[src/rtl/calc_if.sv]
// Keypad-to-display bus for calc_engine: key events in, BCD display and status out.
interface calc_if;
   logic [3:0] digit;
   logic       keystrobe;
   logic       bksp;
   logic [3:0] bcd1;
   logic [3:0] bcd10;
   logic [3:0] bcd100;
   logic       neg;
   logic       err;
   logic       busy;

   modport master (
      output digit, keystrobe, bksp,
      input  bcd1, bcd10, bcd100, neg, err, busy
   );

   modport slave (
      input  digit, keystrobe, bksp,
      output bcd1, bcd10, bcd100, neg, err, busy
   );
endinterface

[src/rtl/calc_engine.sv]
// Three-digit add/subtract calculator with a sequential double-dabble result converter.
// Optional backspace key enabled by defining CALC_BKSP_EN.
// The display register doubles as the BCD entry buffer while an operand is typed.
module calc_engine (
   input logic   clock,
   input logic   reset_n,
   calc_if.slave bus
);
   localparam int unsigned DIG_W = 4;
   localparam int unsigned BCD_W = 12;
   localparam int unsigned MAG_W = 10;
   localparam int unsigned RES_W = 11;
   localparam int unsigned CNT_W = 4;
   localparam int unsigned DD_W  = BCD_W + MAG_W;
   localparam logic [CNT_W-1:0] LAST_SHIFT = CNT_W'(10);

   typedef enum logic [2:0] {ENTER_A, ENTER_B, CONVERT, SHOW, ERROR} state_t;

   state_t             state, state_nx;
   logic [BCD_W-1:0]   disp, disp_nx;
   logic [BCD_W-1:0]   op_a, op_a_nx;
   logic               is_sub, is_sub_nx;
   logic               neg, neg_nx;
   logic               err, err_nx;
   logic [RES_W-1:0]   res, res_nx;
   logic [DD_W-1:0]    dd, dd_nx;
   logic [CNT_W-1:0]   cnt, cnt_nx;

   logic               key_ok, k_digit, k_op, k_clr, k_eq, k_bk;
   logic [MAG_W-1:0]   a_bin, b_bin, mag;
   logic               ovf, conv_done;

   function automatic logic [MAG_W-1:0] bcd2bin(input logic [BCD_W-1:0] b);
      return MAG_W'(b[11:8]) * MAG_W'(100) + MAG_W'(b[7:4]) * MAG_W'(10) + MAG_W'(b[3:0]);
   endfunction

   // One double-dabble round: add 3 to every BCD digit >= 5, then shift left.
   function automatic logic [DD_W-1:0] dd_step(input logic [DD_W-1:0] v);
      logic [DD_W-1:0] t;
      t = v;
      for (int i = 0; i < 3; i++) begin
         if (t[MAG_W + 4*i +: DIG_W] >= 4'd5)
            t[MAG_W + 4*i +: DIG_W] = t[MAG_W + 4*i +: DIG_W] + 4'd3;
      end
      return DD_W'({t, 1'b0});
   endfunction

   // Key decode; every event is dropped while converting.
   assign key_ok  = bus.keystrobe && (state != CONVERT);
   assign k_digit = key_ok && (bus.digit <= 4'd9);
   assign k_op    = key_ok && ((bus.digit == 4'hA) || (bus.digit == 4'hB));
   assign k_clr   = key_ok && (bus.digit == 4'hC);
   assign k_eq    = key_ok && (bus.digit == 4'hD);
`ifdef CALC_BKSP_EN
   assign k_bk    = bus.bksp && !bus.keystrobe && (state != CONVERT);
`else
   logic unused_bksp;
   assign unused_bksp = bus.bksp;
   assign k_bk    = 1'b0;
`endif

   assign a_bin     = bcd2bin(op_a);
   assign b_bin     = bcd2bin(disp);
   assign mag       = MAG_W'((is_sub && res[RES_W-1]) ? -res : res);
   assign ovf       = !is_sub && (res > RES_W'(999));
   assign conv_done = (state == CONVERT) && (cnt == LAST_SHIFT);

   // State register.
   always_ff @(posedge clock) begin
      if (!reset_n) state <= ENTER_A;
      else          state <= state_nx;
   end

   // Next-state logic.
   always_comb begin
      state_nx = state;
      case (state)
         ENTER_A: if (k_op) state_nx = ENTER_B;
         ENTER_B: begin
            if (k_clr)     state_nx = ENTER_A;
            else if (k_eq) state_nx = CONVERT;
         end
         CONVERT: if (conv_done) state_nx = ovf ? ERROR : SHOW;
         SHOW: begin
            if (k_clr || k_digit)  state_nx = ENTER_A;
            else if (k_op && !neg) state_nx = ENTER_B;
         end
         ERROR:   if (k_clr) state_nx = ENTER_A;
         default: state_nx = ENTER_A;
      endcase
   end

   // Datapath next values: entry editing, operand latch, compute and conversion.
   always_comb begin
      disp_nx   = disp;
      op_a_nx   = op_a;
      is_sub_nx = is_sub;
      neg_nx    = neg;
      err_nx    = err;
      res_nx    = res;
      dd_nx     = dd;
      cnt_nx    = cnt;
      if (k_clr) begin
         disp_nx   = '0;
         op_a_nx   = '0;
         is_sub_nx = 1'b0;
         neg_nx    = 1'b0;
         err_nx    = 1'b0;
      end else begin
         case (state)
            ENTER_A, ENTER_B: begin
               if (k_digit && (disp[11:8] == 4'd0)) begin
                  disp_nx = {disp[7:0], bus.digit};
               end else if (k_bk) begin
                  disp_nx = {4'd0, disp[11:4]};
               end else if (k_op && (state == ENTER_A)) begin
                  op_a_nx   = disp;
                  is_sub_nx = (bus.digit == 4'hB);
                  disp_nx   = '0;
               end else if (k_eq && (state == ENTER_B)) begin
                  res_nx = is_sub ? (RES_W'(a_bin) - RES_W'(b_bin))
                                  : (RES_W'(a_bin) + RES_W'(b_bin));
                  cnt_nx = '0;
               end
            end
            CONVERT: begin
               cnt_nx = cnt + CNT_W'(1);
               if (cnt == '0) dd_nx = {{BCD_W{1'b0}}, mag};
               else           dd_nx = dd_step(dd);
               if (conv_done) begin
                  if (ovf) begin
                     err_nx  = 1'b1;
                     disp_nx = '0;
                     neg_nx  = 1'b0;
                  end else begin
                     disp_nx = dd_nx[DD_W-1:MAG_W];
                     neg_nx  = is_sub && res[RES_W-1];
                  end
               end
            end
            SHOW: begin
               if (k_digit) begin
                  disp_nx = {8'd0, bus.digit};
                  neg_nx  = 1'b0;
               end else if (k_op && !neg) begin
                  op_a_nx   = disp;
                  is_sub_nx = (bus.digit == 4'hB);
                  disp_nx   = '0;
               end
            end
            default: ;
         endcase
      end
   end

   // Datapath registers.
   always_ff @(posedge clock) begin
      if (!reset_n) begin
         disp   <= '0;
         op_a   <= '0;
         is_sub <= 1'b0;
         neg    <= 1'b0;
         err    <= 1'b0;
         res    <= '0;
         dd     <= '0;
         cnt    <= '0;
      end else begin
         disp   <= disp_nx;
         op_a   <= op_a_nx;
         is_sub <= is_sub_nx;
         neg    <= neg_nx;
         err    <= err_nx;
         res    <= res_nx;
         dd     <= dd_nx;
         cnt    <= cnt_nx;
      end
   end

   assign bus.bcd1   = disp[3:0];
   assign bus.bcd10  = disp[7:4];
   assign bus.bcd100 = disp[11:8];
   assign bus.neg    = neg;
   assign bus.err    = err;
   assign bus.busy   = (state == CONVERT);
endmodule

[src/flat_wrapper.sv]
// flat-port wrapper written by rule: the top's interface ports become plain ports
module calc_engine_flat 
  (clock, reset_n, bus_digit, bus_keystrobe, bus_bksp, bus_bcd1, bus_bcd10, bus_bcd100, bus_neg, bus_err, bus_busy);
  calc_if bus_i ();
  input logic clock;
  input logic reset_n;
  input wire logic [$bits(bus_i.digit)-1:0] bus_digit;
  input wire logic [$bits(bus_i.keystrobe)-1:0] bus_keystrobe;
  input wire logic [$bits(bus_i.bksp)-1:0] bus_bksp;
  output wire logic [$bits(bus_i.bcd1)-1:0] bus_bcd1;
  output wire logic [$bits(bus_i.bcd10)-1:0] bus_bcd10;
  output wire logic [$bits(bus_i.bcd100)-1:0] bus_bcd100;
  output wire logic [$bits(bus_i.neg)-1:0] bus_neg;
  output wire logic [$bits(bus_i.err)-1:0] bus_err;
  output wire logic [$bits(bus_i.busy)-1:0] bus_busy;
  assign bus_i.digit = bus_digit;
  assign bus_i.keystrobe = bus_keystrobe;
  assign bus_i.bksp = bus_bksp;
  assign bus_bcd1 = bus_i.bcd1;
  assign bus_bcd10 = bus_i.bcd10;
  assign bus_bcd100 = bus_i.bcd100;
  assign bus_neg = bus_i.neg;
  assign bus_err = bus_i.err;
  assign bus_busy = bus_i.busy;
  calc_engine u_core (.clock(clock), .reset_n(reset_n), .bus(bus_i));
endmodule
[config.mk]
export PLATFORM = sky130hd
export DESIGN_NAME = calc_engine_flat
export DESIGN_NICKNAME = d
export VERILOG_FILES = /design/src/rtl/calc_if.sv /design/src/rtl/calc_engine.sv /design/src/flat_wrapper.sv
export SDC_FILE = /design/constraint.sdc
export NUM_CORES = 1
export LEC_CHECK = 0
export ABC_AREA = 0
export BUFFER_PORTS_ARGS = -buffer_cell sky130_fd_sc_hd__buf_2
export CORE_AREA = 4 4 146 134
export CTS_CLUSTER_SIZE = 28
export DETAILED_ROUTE_END_ITERATION = 8
export DIE_AREA = 0 0 150 138
export GPL_ROUTABILITY_DRIVEN = 0
export SLEW_MARGIN = 20
export SYNTH_ARGS = -nofsm -noshare
export SYNTH_HDL_FRONTEND = slang
export SYNTH_SLANG_ARGS = --single-unit
[constraint.sdc]
create_clock -name clock -period 5.61 [get_ports clock]
set_clock_uncertainty 0.15 [all_clocks]
set_input_delay 0.2805 -clock clock [delete_from_list [all_inputs] [get_ports clock]]
set_output_delay 0.2805 -clock clock [all_outputs]
set_load 0.01 [all_outputs]
* Word-level counts from Yosys, hierarchy flattened *
Cells that the tools add are included.

storage, ports and cells
  register bits after elaboration = 67
  input bits = 8
  output and inout port bits = 15
  word-level logic and storage cells = 130

cells by class
  add/sub/neg operators = 11
  multiply operators = 4
  $lt $le $gt $ge = 5
  equal/unequal tests = 24
  mux-type cells = 40
  bitwise operators = 4
  reduce and logical (&&, ||, !) cells = 33

operators with widths
  kind                                                                count
  2-to-1 mux 12 bit                                                   10
  case mux 12 bit (3 select lines)                                    1
  2-to-1 mux 3 bit                                                    9
  case mux 12 bit (2 select lines)                                    1
  2-to-1 mux 22 bit                                                   1
  adder 10 x 4 -> 10 bit                                              2
  adder 10 x 8 -> 10 bit                                              2
  == test 4 bit (second input constant)                               5
  2-to-1 mux 4 bit                                                    5
  AND reduction 5 bit                                                 4
  multiplier 4 x 5 -> 8 bit (second input constant)                   2
  case mux 3 bit (5 select lines)                                     1
  multiplier 4 x 3 -> 7 bit (second input constant)                   2
  != test 2 x 1 -> 1 bit (second input constant)                      7
  greater-or-equal comparator 4 x 3 -> 1 bit (second input constant)  3
  logical AND 1 bit                                                   12
  != test 3 x 1 -> 1 bit (second input constant)                      4
  adder 10 x 10 -> 11 bit                                             1
  greater-than comparator 11 x 10 -> 1 bit (second input constant)    1
  2-to-1 mux 11 bit                                                   1
  subtractor 10 x 10 -> 11 bit                                        1
  2-to-1 mux 10 bit                                                   1
  negator 10 bit                                                      1
  adder 4 x 2 -> 4 bit (second input constant)                        2
  22 further kinds                                                    42

* Longest topological paths before layout *
Gate-level depths: netlist of run 1.

  depth in word-level cells = 8
  gate-level depth with buffers = 23
  depth with buffers taken out = 22

* Worst setup path after synthesis of run 1 *
Ideal clock, no wire load.

  path type = reg2reg
  start point = register u_core.disp[8]
  end point = register u_core.res[10]
  setup time = 0.126 ns
  data arrival time = 4.810 ns
  data required time = 5.334 ns
  path slack = 0.523 ns
  stages on the path, launching flop included = 24
  path buffers = 1
  period minus slack after synthesis = 5.087 ns
  path through = dfxtp_1 -> inv_1 -> ha_1 -> ha_1 -> inv_1 -> fa_1 -> inv_1 -> ha_1 -> ha_1 -> buf_6 -> nor3b_1 -> a311o_1 -> or3b_4 -> nor4_4 -> nor2_1 -> xor2_1 -> ha_1 -> o21ai_0 -> nor2_1 -> o22ai_1 -> a21oi_1 -> and4bb_1 -> a31oi_1 -> o22ai_2

between the ends
  word-level cells in the longest chain between the ends = 5
  elaborated cells between the ends (all ways) = 10
  classes of those cells = 4 x add/sub; 1 x mul; 1 x mux; 1 x bitwise; 3 x reduce/logical

RTL lines
  element                                                                  line                                    text
  start: declaration                                                       calc_engine.sv:20                       logic [BCD_W-1:0] disp, disp_nx;
  start signal: assignment                                                 calc_engine.sv:168                      disp <= disp_nx;
  multiplier 4 x 5 -> 8 bit                                                calc_engine.sv:34                       return MAG_W'(b[11:8]) * MAG_W'(100) + MAG_W'(b[7:4]) * MAG_W'(10) + MAG_W'(b[3:0]);
  adder 10 x 8 -> 10 bit                                                   calc_engine.sv:34
  adder 10 x 4 -> 10 bit                                                   calc_engine.sv:34
  adder 10 x 10 -> 11 bit or subtractor 10 x 10 -> 11 bit (tied branches)  calc_engine.sv:122, calc_engine.sv:121
  2-to-1 mux 11 bit                                                        calc_engine.sv:121                      res_nx = is_sub ? (RES_W'(a_bin) - RES_W'(b_bin))
  end signal: assignment                                                   calc_engine.sv:173                      res <= res_nx;
  end: declaration                                                         calc_engine.sv:25                       logic [RES_W-1:0] res, res_nx;

Parallel ways exist; a longest one is shown, timed or not.
A chain may end at the register's enable or synchronous reset.

* Final worst setup path of run 1 *
  start point = register u_core.disp[9]
  end point = register u_core.res[10]

Same word-level chain as after synthesis.

==> results.sh, run 1 <==
export IMPL_synthesis_area_mm2=0.005336
export IMPL_clock_path_buffers=2
export IMPL_clk_latency_ns=0.34
export IMPL_leakagePower_nw=2.541
export IMPL_finalHoldViolCount=0
export IMPL_synth_cells=642
export IMPL_finalInstanceArea_mm2=0.006005
export IMPL_yosysWarnings=0
export IMPL_area_delta_synth_final_pct=12.52
export IMPL_clkPwrFrac_pct=32.1
export IMPL_fin_setup_tns_ns=0
export IMPL_die_w_um=150
export IMPL_maxCapViolations=0
export IMPL_via_per_inst=4.884
export IMPL_grt_max_degree=30
export IMPL_end_kind="flip-flop"
export IMPL_seqPwrFrac_pct=30.9
export IMPL_cts_setup_buffers=0
export IMPL_stdcell_count=911
export IMPL_start_util_pct=29.46
export IMPL_finalSetupViolCount=0
export IMPL_cts_root_buf="clkbuf_16"
export IMPL_grt_pass1_wl_um=20890
export IMPL_final_common_cell="nor2_1"
export IMPL_drive_above_1_share_pct=8.859
export IMPL_dr_first_iter_drc_count=245
export IMPL_syn_nets=731
export IMPL_pwr_share_comb_pct=37.0
export IMPL_min_period_ns=5.277
export IMPL_first_global_vias=4273
export IMPL_dr_pass1_iters=5
export IMPL_drt_wl_total_um=12160
export IMPL_portBuffers=21
export IMPL_clock_sinks=67
export IMPL_cts_buffers=9
export IMPL_cts_tree="built"
export IMPL_antenna_left=0
export IMPL_vias=4449
export IMPL_critPathLaunchType="flip-flop"
export IMPL_num_io_pins=23
export IMPL_h_tree_depth=3
export IMPL_grt_antenna_before_repair=0
export IMPL_post_route_period_util_pct=94.06
export IMPL_num_rows=47
export IMPL_dieArea_mm2=0.02070
export IMPL_power_density_mw_per_mm2=272.8
export IMPL_switchingPower_uw=575.9
export IMPL_worstMarginPinSlew_ns=1.032
export IMPL_grt_setup_unrepaired="false"
export IMPL_overflow=0
export IMPL_diodes=0
export IMPL_fp_dieH_um=138
export IMPL_coreArea_mm2=0.01811
export IMPL_yosysUniqueCellTypes=63
export IMPL_dominantRegCellSynth="dfxtp_1"
export IMPL_finalMaxSlewViolations=0
export IMPL_ys_seq_area_share_pct=25.13
export IMPL_dp_cells=893
export IMPL_dpl_hpwl_um=9309
export IMPL_wl_per_cell_um=13.35
export IMPL_nets=750
export IMPL_cp_max_fo=9
export IMPL_final_cell_mix="94 x nor2_1, 70 x ha_1, 67 x dfxtp_1"
export IMPL_internal_power_mw=1.062
export IMPL_sw_frac_of_total_pct=35.15
export IMPL_hold_class="in -> reg"
export IMPL_status="complete, no violations"
export IMPL_drc=0
export IMPL_synth_edf_count=0
export IMPL_grt_usage_pct=12.20
export IMPL_slew_headroom_pct=30.61
export IMPL_clock_fmax_ghz=0.1895
export IMPL_ys_ff_latch=67
export IMPL_synth_area_per_cell_um2=8.312
export IMPL_async_flop_share_pct=0
export IMPL_worstPathRequired_ns=5.67
export IMPL_place_area_mm2=0.005697
export IMPL_worstPathArrival_ns=5.34
export IMPL_vdd_drop_max_mv=0.1495
export IMPL_clkTransAtPathRegs_ns=0.06
export IMPL_holdWs_ns=0.2070
export IMPL_worstSetupPathType="reg -> reg"
-- cells by family (layout without fill, tap and decap cells) --
logic type,after synthesis,in the layout,share of synthesized area (%)
adder cells (fa/ha/maj),81,81,20.54
multiplexers,18,18,3.423
AND/OR/NAND/NOR,215,215,19.81
buffers and inverters,71,95,5.674
AO/OA/AOI/OAI,144,144,17.87
flip-flops,67,67,25.13
XOR/XNOR,46,46,7.550
-- path summary, 6_finish.rpt --
kind                                                  start                          end  slack [ns]  depth (start not counted)
worst min-delay path                                reset_n   u_core.res[0]$_SDFFE_PN0P_        0.21                          2
worst min register to register  u_core.bus.err$_SDFFE_PP0P_  u_core.bus.err$_SDFFE_PP0P_        0.32                          2
worst max-delay path            u_core.disp[9]$_SDFFE_PP0P_  u_core.res[10]$_SDFFE_PN0P_        0.33                         22
worst max register to register  u_core.disp[9]$_SDFFE_PP0P_  u_core.res[10]$_SDFFE_PN0P_        0.33                         22
-- flip-flops by register name (all words and copies together), names as in the netlist --
name            count
u_core.bus.err      1
u_core.bus.neg      1
u_core.cnt          4
u_core.dd          22
u_core.disp        12
u_core.is_sub       1
u_core.op_a        12
u_core.res         11
u_core.state        3
-- what timing repair did --
action                                  in CTS  in global routing
hold buffers                                 0                  0
hold endpoints to repair                     0                  0
gates resized for setup                      0                  1
endpoints found under the setup margin       0                  1
-- power groups by stage --
| stage | clock (mW) | sequential [mW] | combinational [mW] |
|---|---|---|---|
| finish | 0.526 | 0.507 | 0.605 |
| global route | 0.558 | 0.509 | 0.682 |
| CTS | 0.540 | 0.507 | 0.608 |
| detailed placement | 0 | 0.517 | 0.601 |
| global placement | 0 | 0.517 | 0.598 |
| floorplan | 0 | 0.518 | 0.468 |
-- synth_stat cells, types with 5 or more instances --
cell	count	area, um2
xnor2_1	23	201.4
a222oi_1	9	90.09
nor3b_1	6	45.04
nor2_1	94	352.8
nand3_1	14	70.07
ha_1	70	875.8
a21oi_1	44	220.2
a211oi_1	18	135.1
a22oi_1	10	75.07
nand2_1	37	138.9
a31oi_1	5	31.28
xor2_1	23	201.4
clkbuf_1	14	52.55
a21o_1	7	52.55
mux2i_1	16	160.2
o21ai_0	20	100.1
fa_1	11	220.2
inv_1	47	176.4
nor2b_1	15	93.84
nor3_1	14	70.07
dfxtp_1	67	1341
nor4_1	5	31.28
nand2b_1	7	43.79
-- stage by stage --
stage               power [mW]  worst slack [ns]  util (%)
finish                   1.638            0.3330     33.15
global route             1.750           0.01837     33.15
CTS                      1.655            0.2548     32.99
detailed placement       1.118            0.2912     31.45
global placement         1.115            0.2889     31.45
floorplan               0.9856            0.5232         -
-- layout make-up --
| cell class | count | area, um2 |
|---|---|---|
| multi-input cells | 504 | 3711 |
| clock inverters | 6 | 40.04 |
| clock buffers | 10 | 239.0 |
| well taps | 245 | 306.5 |
| repair buffers | 30 | 182.7 |
| flip-flops and latches | 67 | 1341 |
| fillers | 1962 | 12110 |
| inverters | 49 | 183.9 |
-- worst max-delay path, cell delays in order, from the launching register on --
cell	delay, ns
dfxtp_1	0.43
inv_1	0.11
ha_1	0.29
ha_1	0.16
inv_1	0.06
fa_1	0.50
inv_1	0.04
ha_1	0.27
ha_1	0.40
nor3b_1	0.18
a311o_1	0.32
or3b_4	0.43
nor4_4	0.26
nor2_1	0.09
xor2_1	0.16
ha_1	0.33
o21ai_0	0.09
nor2_1	0.12
nor2_1	0.10
a21oi_2	0.19
and4bb_1	0.23
a31oi_1	0.17
o22ai_2	0.08
-- per-layer routing --
| layer | share of wire [%] | vias to the layer above | track usage [%] |
|---|---|---|---|
| met1 | 53 | 2072 | 18.18 |
| met3 | 3.4 | 10 | 2.814 |
| met2 | 43 | 63 | 17.71 |
| met4 | 1.0 | 0 | 2.985 |
| met5 | 0 | - | 0 |
| li1 | - | 2304 | - |
(Power assumes the default switching activity.)
==> inputs of run 2 (changes only) <==
--- a/config.mk
+++ b/config.mk
@@ -9,7 +9,10 @@
 export BUFFER_PORTS_ARGS = -buffer_cell sky130_fd_sc_hd__buf_2
-export CORE_AREA = 4 4 146 134
+export CELL_PAD_IN_SITES_DETAIL_PLACEMENT = 1
+export CELL_PAD_IN_SITES_GLOBAL_PLACEMENT = 2
+export CORE_AREA = 4 4 129 118
 export CTS_CLUSTER_SIZE = 28
 export DETAILED_ROUTE_END_ITERATION = 8
-export DIE_AREA = 0 0 150 138
+export DIE_AREA = 0 0 133 122
 export GPL_ROUTABILITY_DRIVEN = 0
+export PLACE_DENSITY_LB_ADDON = 0.1
 export SLEW_MARGIN = 20
==> constraint.sdc (replaced) <==
create_clock -name clock -period 5.61 [get_ports clock]
set_clock_uncertainty 0.15 [all_clocks]
set_input_delay 0.561 -clock clock [delete_from_list [all_inputs] [get_ports clock]]
set_output_delay 0.561 -clock clock [all_outputs]
set_load 0.01 [all_outputs]
==> results.sh, run 2 (same netlist as run 1, synthesis figures left out) <==
export IMPL_status="complete, no violations"
export IMPL_start_util_pct=38.39
export IMPL_cts_buffers=9
export IMPL_r2r_cells=22
export IMPL_crit_start="u_core.disp[9]$_SDFFE_PP0P_"
export IMPL_num_io_pins=23
export IMPL_diodes=0
export IMPL_dr_pass1_iters=5
export IMPL_die_w_um=133
export IMPL_coreArea_mm2=0.01390
export IMPL_min_period_ns=5.284
export IMPL_holdWs_ns=0.3221
export IMPL_hold_class="reg -> reg"
export IMPL_reg2reg_from="u_core.disp[9]$_SDFFE_PP0P_"
export IMPL_worstPathArrival_ns=5.35
export IMPL_num_rows=41
export IMPL_cts_setup_buffers=0
export IMPL_vdd_drop_max_mv=0.1555
export IMPL_critPathLaunchType="flip-flop"
export IMPL_grt_usage_pct=18.55
export IMPL_clkTransAtPathRegs_ns=0.06
export IMPL_reg_largest_list="u_core.dd: 22 flops, u_core.disp: 12 flops, u_core.op_a: 12 flops"
export IMPL_end_kind="flip-flop"
export IMPL_slew_headroom_pct=26.21
export IMPL_vias=4674
export IMPL_worstSetupPathType="reg -> reg"
export IMPL_grt_max_degree=30
export IMPL_post_route_period_util_pct=94.19
export IMPL_area_delta_synth_final_pct=11.56
export IMPL_clock_fmax_ghz=0.1893
export IMPL_worstMarginPinSlew_ns=1.099
export IMPL_wl_per_cell_um=16.87
export IMPL_cp_max_fo=9
export IMPL_clock_path_buffers=2
export IMPL_finalMaxSlewViolations=0
export IMPL_finalHoldViolCount=0
export IMPL_finalSetupViolCount=0
export IMPL_power_density_mw_per_mm2=281.2
export IMPL_clock_sinks=67
export IMPL_worstSetupEndpoint="u_core.res[10]$_SDFFE_PN0P_"
export IMPL_antenna_left=0
export IMPL_dr_first_iter_drc_count=204
export IMPL_final_cell_mix="94 x nor2_1, 70 x ha_1, 67 x dfxtp_1"
export IMPL_r2r_end="u_core.res[10]$_SDFFE_PN0P_"
export IMPL_nets=753
export IMPL_via_per_inst=5.422
export IMPL_leakagePower_nw=2.557
export IMPL_grt_setup_unrepaired="false"
export IMPL_drt_wl_total_um=14540
export IMPL_grt_pass1_wl_um=24480
export IMPL_final_common_cell="nor2_1"
export IMPL_portBuffers=21
export IMPL_cts_tree="built"
export IMPL_cts_root_buf="clkbuf_16"
export IMPL_overflow=0
export IMPL_clk_latency_ns=0.33
export IMPL_holdBufCountCts=0
export IMPL_grt_antenna_before_repair=0
export IMPL_ff2ff_setup_slack_ns=0.33
export IMPL_drc=0
export IMPL_h_tree_depth=3
export IMPL_worstPathRequired_ns=5.67
export IMPL_maxCapViolations=0
export IMPL_fp_dieH_um=122
export IMPL_fin_setup_tns_ns=0
export IMPL_largest_reg_flops=22
export IMPL_first_global_vias=4998
export IMPL_regMostFlops="u_core.dd"
export IMPL_dpl_hpwl_um=11160
export IMPL_drive_above_1_share_pct=9.268
export IMPL_dieArea_mm2=0.01623
==> run 2: changes by cell type in the layout (fill, tap and decap cells not counted), sizes merged <==
cell and delta:
inv -1, buf +4
==> run 2: area by class of cell <==
cell class | count | area (um2)
sequential | 67 | 1341
clock inverter | 5 | 27.53
fill | 1692 | 7949
tap | 193 | 241.5
multi-input combinational | 504 | 3711
clock buffer | 11 | 252.7
inverter | 49 | 183.9
timing repair buffer | 33 | 195.2
==> run 2: worst min-delay path by stage <==
stage / start / end / slack [ns] / depth (start not counted)
6_report: u_core.bus.err$_SDFFE_PP0P_ / u_core.bus.err$_SDFFE_PP0P_ / 0.32 / 2
5_1_grt: u_core.bus.err$_SDFFE_PP0P_ / u_core.bus.err$_SDFFE_PP0P_ / 0.36 / 2
4_1_cts: u_core.bus.err$_SDFFE_PP0P_ / u_core.bus.err$_SDFFE_PP0P_ / 0.34 / 2
3_5_place_dp: u_core.bus.err$_SDFFE_PP0P_ / u_core.bus.err$_SDFFE_PP0P_ / 0.32 / 2
3_3_place_gp: u_core.bus.err$_SDFFE_PP0P_ / u_core.bus.err$_SDFFE_PP0P_ / 0.31 / 2
2_1_floorplan: u_core.op_a[0]$_SDFFE_PP0P_ / u_core.op_a[0]$_SDFFE_PP0P_ / 0.31 / 2
==> run 2: timing repair <==
action,in CTS,in global routing
endpoints found under the hold margin,0,0
gates resized for setup,0,1
endpoints found under the setup margin,0,1
==> run 2: layer usage <==
metal / up-vias / wire length [um] / track usage, %
met4: 0 / 123 / 4.091
li1: 2305 / - / -
met3: 11 / 439 / 3.468
met2: 48 / 7224 / 33.09
met5: - / 0 / 0
met1: 2310 / 6757 / 23.36
==> run 2: metrics by stage <==
step | cells | setup WS (ns) | util, % | cell area [um2] | total power [mW]
2_1_floorplan | 642 | 0.5232 | - | 5336 | 0.9856
3_3_place_gp | 845 | 0.3925 | 40.73 | 5662 | 1.129
3_5_place_dp | 845 | 0.2792 | 40.73 | 5662 | 1.147
4_1_cts | 861 | 0.2528 | 42.74 | 5942 | 1.697
5_1_grt | 862 | 0.02553 | 42.82 | 5953 | 1.795
6_report | 862 | 0.3261 | 42.82 | 5953 | 1.674
==> run 2: power by group <==
group / leakage, nW / internal (mW) / switching, mW / total (mW)
combinational: 1.87 / 0.269 / 0.369 / 0.638
sequential: 0.541 / 0.488 / 0.0167 / 0.504
clock: 0.141 / 0.320 / 0.212 / 0.532
==> run 2: critical path, stage by stage (launching register included) <==
cell      delay (ns)
dfxtp_1         0.32
inv_1           0.07
ha_1            0.28
ha_1            0.17
inv_1           0.06
fa_1            0.50
inv_1           0.04
ha_1            0.27
ha_1            0.41
nor3b_1         0.18
a311o_1         0.32
or3b_4          0.45
nor4_4          0.26
nor2_1          0.08
xor2_1          0.17
ha_1            0.34
o21ai_0         0.10
nor2_1          0.15
o22ai_1         0.12
a21oi_2         0.20
and4bb_1        0.24
a31oi_1         0.20
o22ai_2         0.09
